File: src/rtl/result_frame_tx.sv
// -----------------------------------------------------------------------------
// result_frame_tx
//
// Purpose: buffers up to MAX_N result bytes from the processor array and
// streams them to the UART transmitter as a response frame:
//   HDR, LEN (= n+1), CMD_RES, data[0..n-1], [CSUM], FTR
// Results are back-pressured (res_ready=0) while a frame is being sent.
//
// Optional feature macro: RESULT_FRAME_CHECKSUM_EN
//   When defined, a checksum byte (XOR of LEN, CMD_RES and all data bytes)
//   is sent between the last data byte and the footer. LEN is unchanged.
//
// Ports:
//   clk        in   system clock
//   rst        in   synchronous active-low reset
//   clear      in   synchronous abort/flush (returns to IDLE, clears cfg_err)
//   N          in   results per frame, sampled on the first accepted result
//   res_valid  in   processor result valid
//   res_data   in   processor result byte
//   res_ready  out  block can accept a result
//   tx_valid   out  tx_data valid toward UART TX
//   tx_data    out  byte to transmit
//   tx_ready   in   UART TX accepts the byte when tx_valid && tx_ready
//   busy       out  high whenever the FSM is not in IDLE
//   frame_done out  one-cycle pulse after the footer byte is accepted
//   cfg_err    out  sticky flag for an illegal N (0 or > MAX_N)
//
// All outputs are registered.
// -----------------------------------------------------------------------------
module result_frame_tx #(
  parameter int             DW      = 8,
  parameter int             MAX_N   = 8,
  parameter logic [DW-1:0]  HDR     = 8'hFE,
  parameter logic [DW-1:0]  FTR     = 8'hEF,
  parameter logic [DW-1:0]  CMD_RES = 8'h03
) (
  input  logic          clk,
  input  logic          rst,
  input  logic          clear,
  input  logic [3:0]    N,
  input  logic          res_valid,
  input  logic [DW-1:0] res_data,
  output logic          res_ready,
  output logic          tx_valid,
  output logic [DW-1:0] tx_data,
  input  logic          tx_ready,
  output logic          busy,
  output logic          frame_done,
  output logic          cfg_err
);

  // Buffer index width; MAX_N must be >= 2 and <= 15 (N is a 4-bit port).
  localparam int         IW      = $clog2(MAX_N);
  localparam logic [3:0] MAX_N_L = 4'(MAX_N);

  typedef enum logic [2:0] {
    IDLE    = 3'd0,
    COLLECT = 3'd1,
    S_HDR   = 3'd2,
    S_LEN   = 3'd3,
    S_CMD   = 3'd4,
    S_DATA  = 3'd5,
    S_FTR   = 3'd6
`ifdef RESULT_FRAME_CHECKSUM_EN
    , S_CSUM = 3'd7
`endif
  } state_t;

  state_t         state_q, state_d;
  logic [DW-1:0]  buf_q [MAX_N];
  logic [DW-1:0]  buf_d [MAX_N];
  logic [3:0]     n_lat_q, n_lat_d;
  logic [3:0]     wr_cnt_q, wr_cnt_d;
  logic [3:0]     rd_idx_q, rd_idx_d;
  logic           res_ready_q, res_ready_d;
  logic           tx_valid_q, tx_valid_d;
  logic [DW-1:0]  tx_data_q, tx_data_d;
  logic           busy_q, busy_d;
  logic           frame_done_q, frame_done_d;
  logic           cfg_err_q, cfg_err_d;
`ifdef RESULT_FRAME_CHECKSUM_EN
  logic [DW-1:0]  csum_q, csum_d;
`endif

  logic           res_fire_s;
  logic           tx_fire_s;
  logic [DW-1:0]  len_byte_s;
  logic [IW-1:0]  rd_nxt_s;

  assign res_fire_s = res_valid & res_ready_q;
  assign tx_fire_s  = tx_valid_q & tx_ready;
  assign len_byte_s = {{(DW-4){1'b0}}, n_lat_q} + {{(DW-1){1'b0}}, 1'b1};
  assign rd_nxt_s   = rd_idx_q[IW-1:0] + IW'(1);

  // Next-state and next-output computation for the whole FSM.
  always_comb begin
    state_d      = state_q;
    buf_d        = buf_q;
    n_lat_d      = n_lat_q;
    wr_cnt_d     = wr_cnt_q;
    rd_idx_d     = rd_idx_q;
    tx_data_d    = tx_data_q;
    cfg_err_d    = cfg_err_q;
    frame_done_d = 1'b0;
`ifdef RESULT_FRAME_CHECKSUM_EN
    csum_d       = csum_q;
`endif

    if (clear) begin
      // Abort: flush everything; a pending result in this cycle is dropped.
      state_d   = IDLE;
      for (int i = 0; i < MAX_N; i++) begin
        buf_d[i] = '0;
      end
      n_lat_d   = 4'd0;
      wr_cnt_d  = 4'd0;
      rd_idx_d  = 4'd0;
      tx_data_d = '0;
      cfg_err_d = 1'b0;
`ifdef RESULT_FRAME_CHECKSUM_EN
      csum_d    = '0;
`endif
    end else begin
      case (state_q)
        IDLE: begin
          if (res_fire_s) begin
            if (cfg_err_q) begin
              // Sticky error: swallow results until a clear.
              state_d = IDLE;
            end else if ((N == 4'd0) || (N > MAX_N_L)) begin
              n_lat_d   = N;
              cfg_err_d = 1'b1;
            end else begin
              n_lat_d  = N;
              buf_d[0] = res_data;
              wr_cnt_d = 4'd1;
              if (N == 4'd1) begin
                state_d   = S_HDR;
                tx_data_d = HDR;
              end else begin
                state_d = COLLECT;
              end
            end
          end else begin
            state_d = IDLE;
          end
        end

        COLLECT: begin
          if (res_fire_s) begin
            buf_d[wr_cnt_q[IW-1:0]] = res_data;
            wr_cnt_d                = wr_cnt_q + 4'd1;
            if ((wr_cnt_q + 4'd1) == n_lat_q) begin
              state_d   = S_HDR;
              tx_data_d = HDR;
            end else begin
              state_d = COLLECT;
            end
          end else begin
            state_d = COLLECT;
          end
        end

        S_HDR: begin
          if (tx_fire_s) begin
            state_d   = S_LEN;
            tx_data_d = len_byte_s;
`ifdef RESULT_FRAME_CHECKSUM_EN
            csum_d    = '0;
`endif
          end else begin
            state_d = S_HDR;
          end
        end

        S_LEN: begin
          if (tx_fire_s) begin
            state_d   = S_CMD;
            tx_data_d = CMD_RES;
`ifdef RESULT_FRAME_CHECKSUM_EN
            csum_d    = csum_q ^ tx_data_q;
`endif
          end else begin
            state_d = S_LEN;
          end
        end

        S_CMD: begin
          if (tx_fire_s) begin
            state_d   = S_DATA;
            rd_idx_d  = 4'd0;
            tx_data_d = buf_q[0];
`ifdef RESULT_FRAME_CHECKSUM_EN
            csum_d    = csum_q ^ tx_data_q;
`endif
          end else begin
            state_d = S_CMD;
          end
        end

        S_DATA: begin
          if (tx_fire_s) begin
`ifdef RESULT_FRAME_CHECKSUM_EN
            csum_d = csum_q ^ tx_data_q;
`endif
            if (rd_idx_q == (n_lat_q - 4'd1)) begin
              rd_idx_d = 4'd0;
`ifdef RESULT_FRAME_CHECKSUM_EN
              // Last data byte is still on tx_data_q, fold it in directly.
              state_d   = S_CSUM;
              tx_data_d = csum_q ^ tx_data_q;
`else
              state_d   = S_FTR;
              tx_data_d = FTR;
`endif
            end else begin
              state_d   = S_DATA;
              rd_idx_d  = rd_idx_q + 4'd1;
              tx_data_d = buf_q[rd_nxt_s];
            end
          end else begin
            state_d = S_DATA;
          end
        end

`ifdef RESULT_FRAME_CHECKSUM_EN
        S_CSUM: begin
          if (tx_fire_s) begin
            state_d   = S_FTR;
            tx_data_d = FTR;
          end else begin
            state_d = S_CSUM;
          end
        end
`endif

        S_FTR: begin
          if (tx_fire_s) begin
            state_d      = IDLE;
            frame_done_d = 1'b1;
            n_lat_d      = 4'd0;
            wr_cnt_d     = 4'd0;
            rd_idx_d     = 4'd0;
            tx_data_d    = '0;
          end else begin
            state_d = S_FTR;
          end
        end

        default: begin
          // Unreachable encoding: recover to a clean IDLE.
          state_d   = IDLE;
          n_lat_d   = 4'd0;
          wr_cnt_d  = 4'd0;
          rd_idx_d  = 4'd0;
          tx_data_d = '0;
        end
      endcase
    end

    // Handshake outputs follow directly from the next state.
    res_ready_d = (state_d == IDLE) || (state_d == COLLECT);
    tx_valid_d  = !((state_d == IDLE) || (state_d == COLLECT));
    busy_d      = (state_d != IDLE);
  end

  // State, buffer and registered outputs; reset dominates every other input.
  always_ff @(posedge clk) begin
    if (!rst) begin
      state_q      <= IDLE;
      for (int i = 0; i < MAX_N; i++) begin
        buf_q[i] <= '0;
      end
      n_lat_q      <= 4'd0;
      wr_cnt_q     <= 4'd0;
      rd_idx_q     <= 4'd0;
      res_ready_q  <= 1'b1;
      tx_valid_q   <= 1'b0;
      tx_data_q    <= '0;
      busy_q       <= 1'b0;
      frame_done_q <= 1'b0;
      cfg_err_q    <= 1'b0;
`ifdef RESULT_FRAME_CHECKSUM_EN
      csum_q       <= '0;
`endif
    end else begin
      state_q      <= state_d;
      buf_q        <= buf_d;
      n_lat_q      <= n_lat_d;
      wr_cnt_q     <= wr_cnt_d;
      rd_idx_q     <= rd_idx_d;
      res_ready_q  <= res_ready_d;
      tx_valid_q   <= tx_valid_d;
      tx_data_q    <= tx_data_d;
      busy_q       <= busy_d;
      frame_done_q <= frame_done_d;
      cfg_err_q    <= cfg_err_d;
`ifdef RESULT_FRAME_CHECKSUM_EN
      csum_q       <= csum_d;
`endif
    end
  end

  assign res_ready  = res_ready_q;
  assign tx_valid   = tx_valid_q;
  assign tx_data    = tx_data_q;
  assign busy       = busy_q;
  assign frame_done = frame_done_q;
  assign cfg_err    = cfg_err_q;

endmodule

File: config.mk
export PLATFORM = sky130hd
export DESIGN_NAME = result_frame_tx
export DESIGN_NICKNAME = d
export VERILOG_FILES = /design/src/rtl/result_frame_tx.sv
export SDC_FILE = /design/constraint.sdc
export NUM_CORES = 1
export LEC_CHECK = 0
export CORE_ASPECT_RATIO = 0.9
export CORE_MARGIN = 2
export CORE_UTILIZATION = 49
export CTS_CLUSTER_SIZE = 28
export DETAILED_ROUTE_END_ITERATION = 7
export GPL_TIMING_DRIVEN = 0
export MAX_ROUTING_LAYER = met4
export PLACE_DENSITY = 0.7
export SKIP_LAST_GASP = 1
export SYNTH_ARGS = -nofsm -noshare
export SYNTH_HDL_FRONTEND = slang
export SYNTH_SLANG_ARGS = --single-unit
File: constraint.sdc
create_clock -name clk -period 6.3 [get_ports clk]
set_clock_uncertainty 0.1 [all_clocks]
set_input_delay 0.63 -clock clk [delete_from_list [all_inputs] [get_ports clk]]
set_output_delay 0.63 -clock clk [all_outputs]
set_load 0.1 [all_outputs]
* Yosys cells after proc, flatten, opt, wreduce, memory -nomap -nowiden
Index checks and enable logic that the tools add are counted.
** Word-level totals
- Bits in registers :: 92
- Bits of input ports :: 17
- Output and inout port bits :: 13
- Word-level logic and storage cells :: 133
** Operators by class
- Add/subtract/negate cells :: 5
- Magnitude comparators :: 4
- Equality and inequality tests :: 22
- Multiplexer cells :: 53
- Bitwise operators :: 9
- Reduce and logical (&&, ||, !) cells :: 22
** Operators with widths (number)
- 8-bit two-way mux :: 18
- 64-bit bitwise mux :: 1
- 64-bit two-way mux :: 1
- 8-bit case mux with 7 select lines :: 1
- 4-bit two-way mux :: 9
- 8-bit binary-select mux with 3-bit select :: 1
- 8-bit demux with 3-bit select :: 1
- 4-bit case mux with 3 select lines :: 2
- 2-bit != test, second input constant :: 11
- 3-bit two-way mux :: 7
- 3-bit case mux with 7 select lines :: 1
- 4-bit case mux with 4 select lines :: 1
- 8-bit case mux with 2 select lines :: 1
- 11-bit AND reduction :: 1
- 3-bit == test, second input constant :: 3
- 4-bit by 1-bit adder with 4-bit output, second input constant :: 2
- 4-bit == test :: 2
- 4-bit >= comparator, second input constant :: 2
- 2-bit two-way mux :: 4
- 3-bit inverter with 4-bit output :: 2
- 4-bit OR reduction :: 2
- 3-bit by 1-bit == test with 1-bit output, second input constant :: 2
- 3-bit by 2-bit == test with 1-bit output, second input constant :: 2
- 3-bit logical NOT :: 2
- 24 further kinds :: 36

* Depth between registers and ports, before layout
Gate-level depths: netlist of run 1.
- Depth in word-level cells :: 10
- Depth in mapped cells :: 9
- Depth with buffers taken out :: 8

* Worst setup path before layout of run 1
No wires, ideal clock.
- Kind :: flip-flop to flip-flop
- From :: register tx_valid_q, in the netlist tx_valid
- To :: register wr_cnt_q[2]
- Setup time :: 0.101 ns
- Arrival time :: 2.256 ns
- Data required time :: 6.099 ns
- Slack :: 3.843 ns
- Stages on the path, launching flop included :: 7
- Path buffers :: 0
- Clock period less this slack :: 2.457 ns
- Cells stage by stage :: dfxtp_1 and2_0 o22ai_1 a21oi_1 o21ai_1 or2_2 o41ai_1
** Between the ends
- Cells in the longest elaborated chain, start to end :: 3
** Ends and longest elaborated chain
- start, declared :: RTL line 76 : logic tx_valid_q, tx_valid_d;
- start signal, assigned :: RTL line 293 : tx_valid_q <= tx_valid_d;
- 1-bit AND :: RTL line 91 : assign tx_fire_s = tx_valid_q & tx_ready;
- 2-bit != test (no source line)
- 6-bit AND reduction (no source line)
- end signal, assigned :: RTL line 290 : wr_cnt_q <= wr_cnt_d;
- end, declared :: RTL line 73 : logic [3:0] wr_cnt_q, wr_cnt_d;
No other way between the ends.
A chain may end at the register's enable or synchronous reset.

* Final worst setup path of run 1
- From :: register state_q[1]
- To :: register buf_q[11] in the netlist's numbering
** Between the ends
- Cells in the longest elaborated chain, start to end :: 2
** Ends and longest elaborated chain
- start, declared :: RTL line 69 : state_t state_q, state_d;
- start signal, assigned :: RTL line 287 : state_q <= state_d;
- 3-bit by 1-bit == test with 1-bit output :: RTL line 124 : case (state_q)
- 2-bit AND reduction (no source line)
- end signal, assigned :: RTL line 288 : buf_q <= buf_d;
- end, declared :: RTL line 70 : logic [DW-1:0] buf_q [MAX_N];
No other way between the ends.

==> results.tsv, run 1 <==
stage	metric	value	unit
status	outcome	finished, final reports clean	
sta	Max-slew headroom	25.2	%
place	Final HPWL DP	8660	um
setup_path	worst-path cell chain	buf_2 > nor3b_1 > nand3_1 > nor3_2 > mux2i_1 > nor2_1	
sta	Peak Freq	0.359	GHz
setup_path	CP Capture Type	flop	
die	FP Rows	33	
sta	max-slew violation count	0	
die	die height	96.4	um
logic_synthesis	Ys Warns	0	
die	I/O pins	30	
grt	first-pass GRT wire length	19200	um
clocking	total clock sinks	92	
clocking	CTS tree	yes	
grt	gr usage total	25.2	%
die	die width	107	um
final_layout	cell area after layout	5180	sq um
min_path	Hold Crit Depth	2	
clocking	Setup Buffers After CTS	0	
min_path	min-delay worst type	flop to flop	
route	DR vias	3869	
sta	RSZ-0062 raised after global routing	no	
logic_synthesis	Post-synth ARST share	0	%
clocking	clock-pin slew of the registers on the worst-case setup and hold paths	0.09	ns
logic_synthesis	cell count after synthesis	507	
clocking	clock buffer depth	2	
place	Port Buffer Count	21	
logic_synthesis	syn nets	531	
power	clock share of power	34.9	%
route	Iter 0 DRT Violations	288	
min_path	Hold Crit Start	buf_q[50]	
power	PD cells	202	nW/um^2
die	die area	10300	sq um
route	first-pass iteration count of the detailed router	5	
grt	grt ovf	0	
sta	final period utilization	44.2	%
grt	largest net degree at the start of global routing	16	
min_path	Hold EP	buf_q[50]	
sta	fin crit period	2.79	ns
place	Placed Instances	650	
grt	initial antenna violation count	0	
setup_path	CP max FO	10	
setup_path	Worst setup SP type	flop	
logic_synthesis	Synth Register Bits	92	
clocking	CTS Buf Count	9	
logic_synthesis	Seq/Total Area, Yosys	39.6	%
setup_path	critical path class	flop to flop	
route	WL final	11900	um
power	Sw Share	26.6	%
power	part of the power in registers	56.3	%
setup_path	depth of the worst register-to-register path	6	
power	Comb pwr share	8.8	%
setup_path	R2R setup slack	3.51	ns
final_layout	Post-Layout Cell Count	666	
grt	vias in the first global route	3636	
sta	Setup TNS	0	ns
die	Initial Util	50.7	%
sta	Final Hold Fails	0	
final_layout	Final nets	563	
setup_path	r2r endpoint	buf_q[11]	
clocking	worst skew pair latency	0.36	ns
logic_synthesis	Post-synth EDFFs	0	
route	post-DR vias/cell	5.81	
logic_synthesis	Mapped Area	4650	sq um
place	gp weighted congestion	0.981	
final_layout	proportion of layout cells with a drive suffix above 1	8.46	%
route	WL per Instance	17.9	um
setup_path	CP arrival	2.91	ns
logic_synthesis	Cell variety after synth	55	
clocking	CTS resizes	0	
place	dpl ws	3.41	ns
setup_path	critical path's largest stage delay	0.90	ns
clocking	clk root buf	clkbuf_8	
route	Post-route DRC	0	
flow_run	MaxCap Viol Count	0	
setup_path	FF-to-FF Start	state_q[1]	
clocking	H-tree depth	3	
setup_path	WP data required	6.43	ns
final_layout	Area Growth Syn to Fin	11.6	%
sta	actual slew at the worst max-slew pin	1.12	ns
power	P_sw	0.279	mW
clocking	CTS Hold Buffers Added	0	
final_layout	diode count	0	
logic_synthesis	Top FF cell, synth	dfxtp_1	
power	Internal	0.769	mW
power	maximum VDD drop	118	uV
die	core area	9170	sq um
sta	post-route setup slack	3.51	ns
sta	Final Setup Violations	0	
route	post-route ant nets	0	
place	placed inst area	5010	sq um
setup_path	critical path's slowest cell	nor3_2	
power	LEAKAGE	1.89	nW
logic_synthesis	syn_area_per_cell	9.16	sq um
## registers in the layout, indices dropped and copies added, names as in the netlist
register and count:
buf_q 64, tx_data 8, n_lat_q 4, rd_idx_q 4, wr_cnt_q 4, state_q 3
busy 1, cfg_err 1, frame_done 1, res_ready 1, tx_valid 1
## through the flow
step | hold slack (ns) | power (mW) | util, %
after global routing | 0.389 | 1.09 | 56.6
after floorplan | 0.332 | 0.665 | -
after global placement | 0.341 | 0.692 | 54.6
after CTS | 0.360 | 1.05 | 56.6
final | 0.361 | 1.05 | 56.6
after detailed placement | 0.349 | 0.694 | 54.6
## area by class of cell
type / instances / area (sq um)
Multi-Input combinational cell: 365 / 2590
Inverter: 11 / 41.3
Fill cell: 863 / 3980
Sequential cell: 92 / 1840
Tap cell: 122 / 153
Clock inverter: 6 / 37.5
Buffer: 39 / 176
Clock buffer: 10 / 138
Timing Repair Buffer: 21 / 210
## cells by family (layout without fill, tap and decap cells)
group / after synthesis / count (layout) / synth area share (%)
and+or+nand+nor: 186 / 186 / 19.0
DFF: 92 / 92 / 39.6
AOI/OAI and AO/OA: 79 / 79 / 11.8
muxes: 72 / 72 / 18.6
buffers and inverters: 50 / 87 / 4.69
xor gates and xnor gates: 21 / 21 / 4.36
adders and majority gates: 7 / 7 / 1.89
## worst max path at each step
stage	from	endpoint	slack [ns]	depth (start not counted)
after floorplan	tx_valid	wr_cnt_q[2]	3.84	6
after CTS	rd_idx_q[0]	tx_data[4]	3.56	7
after global placement	N[0]	buf_q[60]	3.45	8
final	state_q[1]	buf_q[11]	3.51	6
after detailed placement	N[0]	buf_q[61]	3.41	8
after global routing	state_q[1]	buf_q[4]	3.27	8
## synthesized netlist by cell type (3+ instances only)
master | instances | share of area (%)
mux4_2 | 6 | 2.9
a21oi_1 | 24 | 2.6
inv_1 | 11 | 0.89
nand2_1 | 42 | 3.4
o41ai_1 | 3 | 0.57
nor4_1 | 4 | 0.54
nor2_1 | 73 | 5.9
nand2b_1 | 11 | 1.5
xnor2_1 | 13 | 2.5
mux2i_1 | 60 | 13
clkbuf_1 | 23 | 1.9
xor2_1 | 7 | 1.3
nand3_1 | 14 | 1.5
buf_2 | 11 | 1.2
a311oi_1 | 3 | 0.57
o21ai_0 | 9 | 0.97
dfxtp_1 | 92 | 40
nand3b_1 | 11 | 1.8
a22oi_1 | 11 | 1.8
nand4_1 | 3 | 0.40
a32o_1 | 7 | 1.5
o211ai_1 | 3 | 0.48
nor3_1 | 9 | 0.97
or3_1 | 3 | 0.40
ha_1 | 7 | 1.9
a32oi_1 | 6 | 1.1
mux4_1 | 4 | 2.3
## critical path, delay by kind of cell (launching register included)
family	cells	cell delay, ns
AND/OR/NAND/NOR	4	1.74
flip-flops	1	0.34
multiplexers	1	0.27
buffers and inverters	1	0.19
## power by group through the flow
| stage | clock network, mW | logic [mW] | registers [mW] |
|---|---|---|---|
| after global placement | 0 | 0.0896 | 0.603 |
| after floorplan | 0 | 0.0513 | 0.614 |
| after detailed placement | 0 | 0.0908 | 0.603 |
| after CTS | 0.373 | 0.0910 | 0.589 |
| final | 0.366 | 0.0920 | 0.589 |
| after global routing | 0.399 | 0.0994 | 0.590 |
## cells in the final DEF, fill, tap and decap left out, types with 9 or more instances in the layout
cell,n
clkdlybuf4s50_1,21
nand2b_1,11
xnor2_1,13
nand2_1,42
dfxtp_1,92
nor3_1,9
clkbuf_8,10
nor2_1,73
a21oi_1,24
buf_2,11
nand3_1,14
inv_1,11
o21ai_0,9
clkbuf_1,23
mux2i_1,60
nand3b_1,11
a22oi_1,11
## layer usage
layer | track usage [%] | vias to the layer above | wire length [um]
met4 | 5.84 | 0 | 123
li1 | - | 1861 | -
met5 | - | - | 0
met2 | 38.5 | 109 | 5370
met3 | 5.57 | 10 | 580
met1 | 34.5 | 1889 | 5840
(Power assumes the default switching activity.)
==> inputs of run 2 (changes only) <==
--- a/config.mk
+++ b/config.mk
@@ -12,7 +12,7 @@
 export DETAILED_ROUTE_END_ITERATION = 7
 export GPL_TIMING_DRIVEN = 0
 export MAX_ROUTING_LAYER = met4
-export PLACE_DENSITY = 0.7
+export PLACE_DENSITY = 0.73
 export SKIP_LAST_GASP = 1
 export SYNTH_ARGS = -nofsm -noshare
 export SYNTH_HDL_FRONTEND = slang
==> constraint.sdc (replaced) <==
create_clock -name clk -period 2.52 [get_ports clk]
set_clock_uncertainty 0.1 [all_clocks]
set_input_delay 0.252 -clock clk [delete_from_list [all_inputs] [get_ports clk]]
set_output_delay 0.252 -clock clk [all_outputs]
set_load 0.1 [all_outputs]
==> run 2 against run 1 <==
Effect of this change: count of clock-buffer cells in the layout unchanged; via count increased by 2.5%; flip-flop and latch count did not move; critical endpoint is now tx_data[0]; total power increased to 2.7 times the previous value; routed wire length rose by 1.8%; largest cell class unchanged; highest routed layer unchanged; critical path type unchanged; design area is 2.5% higher; global-route usage is 0.36 points lower; register-to-register slack lost 3.5 ns; cell count grew 0.15%.
==> results.tsv, run 2 (synthesis gave the netlist of run 1 again) <==
stage	metric	value	unit	change
sta	actual slew at the worst max-slew pin	0.976	ns	-0.140 ns
power	maximum VDD drop	262	uV	+120%
final_layout	Final nets	564		+0.18%
place	Port Buffer Count	21		unchanged
setup_path	Worst setup SP type	flop		
route	WL per Instance	18.2	um	+1.7%
final_layout	fill count	826		-4.3%
final_layout	diode count	0		unchanged
setup_path	R2R setup slack	0.03	ns	-3.48 ns
status	outcome	finished, final reports clean		
route	WL final	12100	um	+1.8%
setup_path	r2r endpoint	tx_data[0]		
die	die height	96.4	um	unchanged
grt	gr usage total	24.9	%	-0.36 points
power	LEAKAGE	1.93	nW	+2.2%
final_layout	Post-Layout Cell Count	667		+0.15%
clocking	CTS Hold Buffers Added	0		unchanged
min_path	Hold EP	buf_q[52]		
clocking	clk root buf	clkbuf_8		
final_layout	final core utilization	58.0	%	+1.4 points
setup_path	depth of the worst register-to-register path	8		+2
final_layout	proportion of layout cells with a drive suffix above 1	10.8	%	+2.4 points
setup_path	CP max FO	4		-6
die	die area	10300	sq um	unchanged
die	die width	107	um	unchanged
die	core area	9170	sq um	unchanged
clocking	total clock sinks	92		unchanged
sta	Final Setup Violations	0		unchanged
final_layout	commonest cells after routing, fill and taps aside	dfxtp_1 (90), nor2_1 (73), mux2i_1 (60), nand2_1 (42), a21oi_1 (23)		
setup_path	critical path class	flop to flop		
min_path	Hold Crit Start	res_data[4]		
sta	Max-slew headroom	34.7	%	+9.6 points
route	post-route ant nets	0		unchanged
clocking	clock buffer depth	2		unchanged
power	PD cells	535	nW/um^2	+160%
clocking	H-tree depth	3		unchanged
final_layout	Largest register FFs	64		unchanged
setup_path	FF-to-FF Start	rd_idx_q[1]		
grt	largest net degree at the start of global routing	17		+1
setup_path	WP data required	2.69	ns	-3.74 ns
final_layout	Largest Register	buf_q		
die	FP Rows	33		unchanged
min_path	Hold Crit Depth	3		+1
clocking	clock-pin slew of the registers on the worst-case setup and hold paths	0.10	ns	about the same
place	Final HPWL DP	8700	um	+0.48%
place	gp weighted congestion	0.884		-9.8%
sta	fin crit period	2.49	ns	-0.296 ns
final_layout	commonest non-fill, non-tap cell in the layout	dfxtp_1		
grt	vias in the first global route	3706		+1.9%
place	Placed Instances	650		unchanged
clocking	CTS Buf Count	9		unchanged
flow_run	MaxCap Viol Count	0		unchanged
setup_path	CP Capture Type	flop		
route	DR vias	3964		+2.5%
clocking	CTS tree	yes		
grt	grt ovf	0		unchanged
die	I/O pins	30		unchanged
route	post-DR vias/cell	5.94		+2.3%
sta	max-slew violation count	0		unchanged
grt	initial antenna violation count	0		unchanged
route	Post-route DRC	0		unchanged
min_path	min-delay worst type	input pin to flop		
route	Iter 0 DRT Violations	292		+1.4%
grt	first-pass GRT wire length	19100	um	-0.72%
die	Initial Util	50.7	%	unchanged
final_layout	Area Growth Syn to Fin	14.4	%	
sta	Peak Freq	0.402	GHz	+12%
route	first-pass iteration count of the detailed router	4		-1
sta	RSZ-0062 raised after global routing	yes		
sta	Final Hold Fails	0		unchanged
clocking	worst skew pair latency	0.38	ns	+0.02 ns
setup_path	CP arrival	2.66	ns	-0.25 ns
sta	final period utilization	98.8	%	+55 points
run 2: repair_timing:
item                       CTS  global route
setup endpoints to repair   23            34
pin swaps                    1             1
setup buffers                2             0
gates resized for setup      8            13
run 2: power breakdown:
part | switching [mW] | total, mW | leakage (nW) | internal (mW)
registers | 0.00980 | 1.47 | 0.743 | 1.46
clock network | 0.563 | 1.13 | 0.109 | 0.571
logic | 0.161 | 0.235 | 1.08 | 0.0740
run 2: routing by layer:
layer	vias up	global-route usage [%]	part of all wire (%)
met5	-	-	0
met4	0	8.77	1.5
met3	18	2.88	5.3
met2	124	39.5	47
met1	1951	33.3	46
li1	1871	-	-
run 2: worst max-delay path by stage:
stage,from,to,slack (ns),cells after the start
floorplan,tx_valid,wr_cnt_q[2],0.06,6
global route,n_lat_q[0],tx_data[1],-0.05,9
CTS,rd_idx_q[0],tx_data[4],-0.08,7
global placement,rd_idx_q[1],tx_data[4],-0.22,8
detailed placement,rd_idx_q[1],tx_data[4],-0.23,8
finish,rd_idx_q[1],tx_data[0],0.03,8
run 2: worst max-delay path, stage by stage, from the launching register on:
cell,delay (ns)
dfxtp_4,0.38
ha_4,0.19
xor2_4,0.18
buf_6,0.15
mux4_1,0.57
mux2_2,0.31
o21ai_2,0.13
nand3_2,0.11
a32o_1,0.27
run 2: layout make-up:
class / instances / area (sq um) / area share, %
repair buffers: 23 / 229 / 4.31
inverters: 11 / 41.3 / 0.777
clock inverters: 6 / 96.3 / 1.81
well taps: 122 / 153 / 2.87
flip-flops and latches: 92 / 1850 / 34.8
clock buffers: 10 / 128 / 2.40
multi-input cells: 365 / 2650 / 49.8
plain buffers: 38 / 171 / 3.23
run 2: metrics by stage:
step	worst slack, ns	hold WS, ns	power [mW]	setup TNS [ns]	cell area, sq um
after floorplan	0.0628	0.300	1.66	0	4650
after global placement	-0.216	0.341	1.73	-2.87	5010
after detailed placement	-0.228	0.347	1.73	-2.98	5010
after CTS	-0.0828	0.145	2.84	-0.0828	5280
after global routing	-0.0492	0.154	2.91	-0.0915	5310
final	0.0305	0.139	2.84	0	5310
==> inputs of run 3 (changes only) <==
--- a/config.mk
+++ b/config.mk
@@ -5,6 +5,7 @@
 export SDC_FILE = /design/constraint.sdc
 export NUM_CORES = 1
 export LEC_CHECK = 0
+export ABC_AREA = 1
 export CORE_ASPECT_RATIO = 0.9
 export CORE_MARGIN = 2
 export CORE_UTILIZATION = 49
@@ -12,7 +13,7 @@
 export DETAILED_ROUTE_END_ITERATION = 7
 export GPL_TIMING_DRIVEN = 0
 export MAX_ROUTING_LAYER = met4
-export PLACE_DENSITY = 0.73
+export PLACE_DENSITY = 0.72
 export SKIP_LAST_GASP = 1
 export SYNTH_ARGS = -nofsm -noshare
 export SYNTH_HDL_FRONTEND = slang
==> run 3 against run 2 <==
Effect of this change: count of clock-buffer cells in the layout increased by 3; die area grew 3.7%; global-route usage rose by 3.3 points; worst setup slack gained 0.13 ns; non-clock buffer count decreased by 2; first-iteration DRC count rose by 28%; largest cell class unchanged.
==> results.tsv, run 3 <==
stage	metric	value	unit	change
status	outcome	finished, final reports clean		
setup_path	critical path's slowest cell	clkdlybuf4s50_1		
clocking	H-tree depth	3		unchanged
route	WL per Instance	15.3	um	-16%
sta	Max-slew headroom	34.7	%	about the same
sta	Setup TNS	0	ns	unchanged
setup_path	FF-to-FF Start	rd_idx_q[1]		
power	maximum VDD drop	356	uV	+36%
clocking	CTS resizes	0		-8
final_layout	Final nets	790		+40%
grt	largest net degree at the start of global routing	14		-3
power	PD cells	506	nW/um^2	-5.4%
sta	RSZ-0062 raised after global routing	no		
place	Final HPWL DP	10400	um	+20%
die	Initial Util	50.2	%	-0.51 points
route	post-route ant nets	0		unchanged
min_path	Hold EP	buf_q[7]		
logic_synthesis	most frequent cell after synthesis	nand2_1		
die	die height	98.1	um	+1.8%
sta	Final Hold Fails	0		unchanged
grt	grt ovf	0		unchanged
min_path	Hold Crit Start	res_data[7]		
setup_path	critical path class	flop to primary output		
logic_synthesis	Post-synth ARST share	0	%	unchanged
clocking	clk root buf	clkbuf_8		
logic_synthesis	Post-synth EDFFs	0		unchanged
logic_synthesis	cell taking the most area after synthesis	dfxtp_1		
die	die area	10700	sq um	+3.7%
grt	gr usage total	28.2	%	+3.3 points
sta	max-slew violation count	0		unchanged
logic_synthesis	Synth Register Bits	92		unchanged
sta	Peak Freq	0.424	GHz	+5.6%
setup_path	worst-path cell chain	clkdlybuf4s50_1		
grt	initial antenna violation count	1		+1
route	WL final	13700	um	+13%
logic_synthesis	Area contributors post-synth	dfxtp_1 (38%), nand2_1 (13%), o21ai_0 (8.2%)		
setup_path	CP Capture Type	primary output		
setup_path	CP top delay family	buffers and inverters		
setup_path	r2r endpoint	tx_data[6]		
setup_path	WP data required	2.17	ns	-0.52 ns
clocking	clock-pin slew of the registers on the worst-case setup and hold paths	0.09	ns	about the same
logic_synthesis	Seq/Total Area, Yosys	38.2	%	-1.5 points
sta	Final Setup Violations	0		unchanged
clocking	worst skew pair latency	0.36	ns	-0.02 ns
final_layout	commonest cells after routing, fill and taps aside	nand2_1 (167), inv_1 (104), dfxtp_1 (92), o21ai_0 (79), a21oi_1 (73)		
clocking	Setup Buffers After CTS	0		-2
route	Post-route DRC	0		unchanged
logic_synthesis	area fraction of the dominant cell type after synthesis	38.2	%	-1.5 points
logic_synthesis	syn nets	751		+41%
logic_synthesis	Mapped Area	4820	sq um	+3.8%
final_layout	Largest register FFs	64		unchanged
logic_synthesis	cell count after synthesis	727		+43%
die	core area	9610	sq um	+4.9%
logic_synthesis	syn_area_per_cell	6.63	sq um	-28%
place	dpl ws	0.209	ns	+0.437 ns
route	Iter 0 DRT Violations	373		+28%
flow_run	MaxCap Viol Count	0		unchanged
final_layout	proportion of layout cells with a drive suffix above 1	6.36	%	-4.5 points
final_layout	Area Growth Syn to Fin	12.9	%	
final_layout	Largest Register	buf_q		
clocking	CTS tree	yes		
clocking	total clock sinks	92		unchanged
setup_path	crit path buf inv count	1		unchanged
die	I/O pins	30		unchanged
min_path	Hold Crit Depth	3		unchanged
sta	actual slew at the worst max-slew pin	0.976	ns	-0.000136 ns
final_layout	commonest non-fill, non-tap cell in the layout	nand2_1		
die	FP Rows	34		+3.0%
route	DR vias	4805		+21%
place	Port Buffer Count	28		+33%
grt	vias in the first global route	4536		+22%
logic_synthesis	Cell variety after synth	36		-35%
min_path	min-delay worst type	input pin to flop		
sta	post-route setup slack	0.162	ns	+0.131 ns
setup_path	depth of the worst register-to-register path	11		+3
logic_synthesis	Ys Warns	0		unchanged
grt	first-pass GRT wire length	22700	um	+19%
setup_path	critical path's largest stage delay	1.18	ns	+0.61 ns
setup_path	CP Depth	1		-7
power	LEAKAGE	2.21	nW	+14%
setup_path	CP max FO	6		+2
sta	final period utilization	93.6	%	-5.2 points
logic_synthesis	Top FF cell, synth	dfxtp_1		
place	gp weighted congestion	0.982		+11%
setup_path	CP arrival	2.01	ns	-0.65 ns
route	first-pass iteration count of the detailed router	5		+1
setup_path	Worst setup SP type	flop		
clocking	clock buffer depth	2		unchanged
die	die width	109	um	+1.8%
setup_path	R2R setup slack	0.16	ns	+0.13 ns
route	post-DR vias/cell	5.36		-9.9%
logic_synthesis	Commonest cells post-synth	nand2_1 (167), inv_1 (104), dfxtp_1 (92)		
sta	fin crit period	2.36	ns	-0.131 ns
clocking	CTS Buf Count	9		unchanged
clocking	CTS Hold Buffers Added	0		unchanged
==> run 3: cell count changes after synthesis, moves of 10 or more <==
cell / previous run / this run
nand2_1: 42 / 167
nand2b_1: 11 / 0
inv_1: 11 / 104
nand3b_1: 11 / 0
nor2_1: 73 / 50
xnor2_1: 13 / 3
nand3_1: 14 / 57
o21ai_0: 9 / 79
a21oi_1: 24 / 73
mux2i_1: 60 / 0
==> run 3: per-stage QoR <==
stage,instance area [sq um],utilization (%),hold slack (ns),total power [mW],std cells
2_1_floorplan,4820,-,0.287,1.70,727
5_1_grt,5450,56.7,0.211,2.87,897
3_3_place_gp,5260,54.7,0.330,1.79,881
4_1_cts,5450,56.6,0.189,2.77,896
3_5_place_dp,5260,54.7,0.339,1.80,881
6_report,5450,56.7,0.197,2.76,897
==> run 3: cells by family (layout without fill, tap and decap cells) <==
logic type,after synthesis,in the layout,share of synthesized area [%]
flip-flops,92,92,38.2
other,0,1,0
AO/OA/AOI/OAI,175,175,19.3
adder cells (fa/ha/maj),7,7,1.82
buffers and inverters,143,186,11.5
XOR/XNOR,6,6,1.48
AND/OR/NAND/NOR,304,304,27.7
==> run 3: how the worst max path moves through the flow <==
stage                startpoint          to  slack (ns)
global route        rd_idx_q[1]  tx_data[2]        0.03
floorplan             res_ready   buf_q[35]        0.21
global placement    rd_idx_q[1]  tx_data[6]        0.24
CTS                     cfg_err     cfg_err        0.16
finish                  cfg_err     cfg_err        0.16
detailed placement          rst   buf_q[49]        0.21
==> run 3: power by group <==
| group | switching [mW] | leakage, nW | internal (mW) |
|---|---|---|---|
| registers | 0.0186 | 0.742 | 1.47 |
| clock network | 0.509 | 0.0935 | 0.481 |
| logic | 0.193 | 1.37 | 0.0878 |
| total | 0.720 | 2.21 | 2.04 |
==> run 3: layer usage <==
| layer | share of wire [%] | global-route usage (%) | vias up |
|---|---|---|---|
| met5 | 0 | - | - |
| met1 | 49 | 39.5 | 2238 |
| met4 | 1.6 | 8.38 | 0 |
| met2 | 43 | 40.5 | 119 |
| li1 | - | - | 2428 |
| met3 | 6.1 | 6.14 | 20 |
==> run 3: final cells by class <==
class / count / area (sq um)
antenna: 1 / 2.50
buffer: 31 / 134
clock buffer: 13 / 149
clock inverter: 2 / 35.0
fill: 976 / 4170
inverter: 112 / 420
multi-input combinational: 492 / 2430
sequential: 92 / 1840
tap: 126 / 158
timing repair buffer: 28 / 280
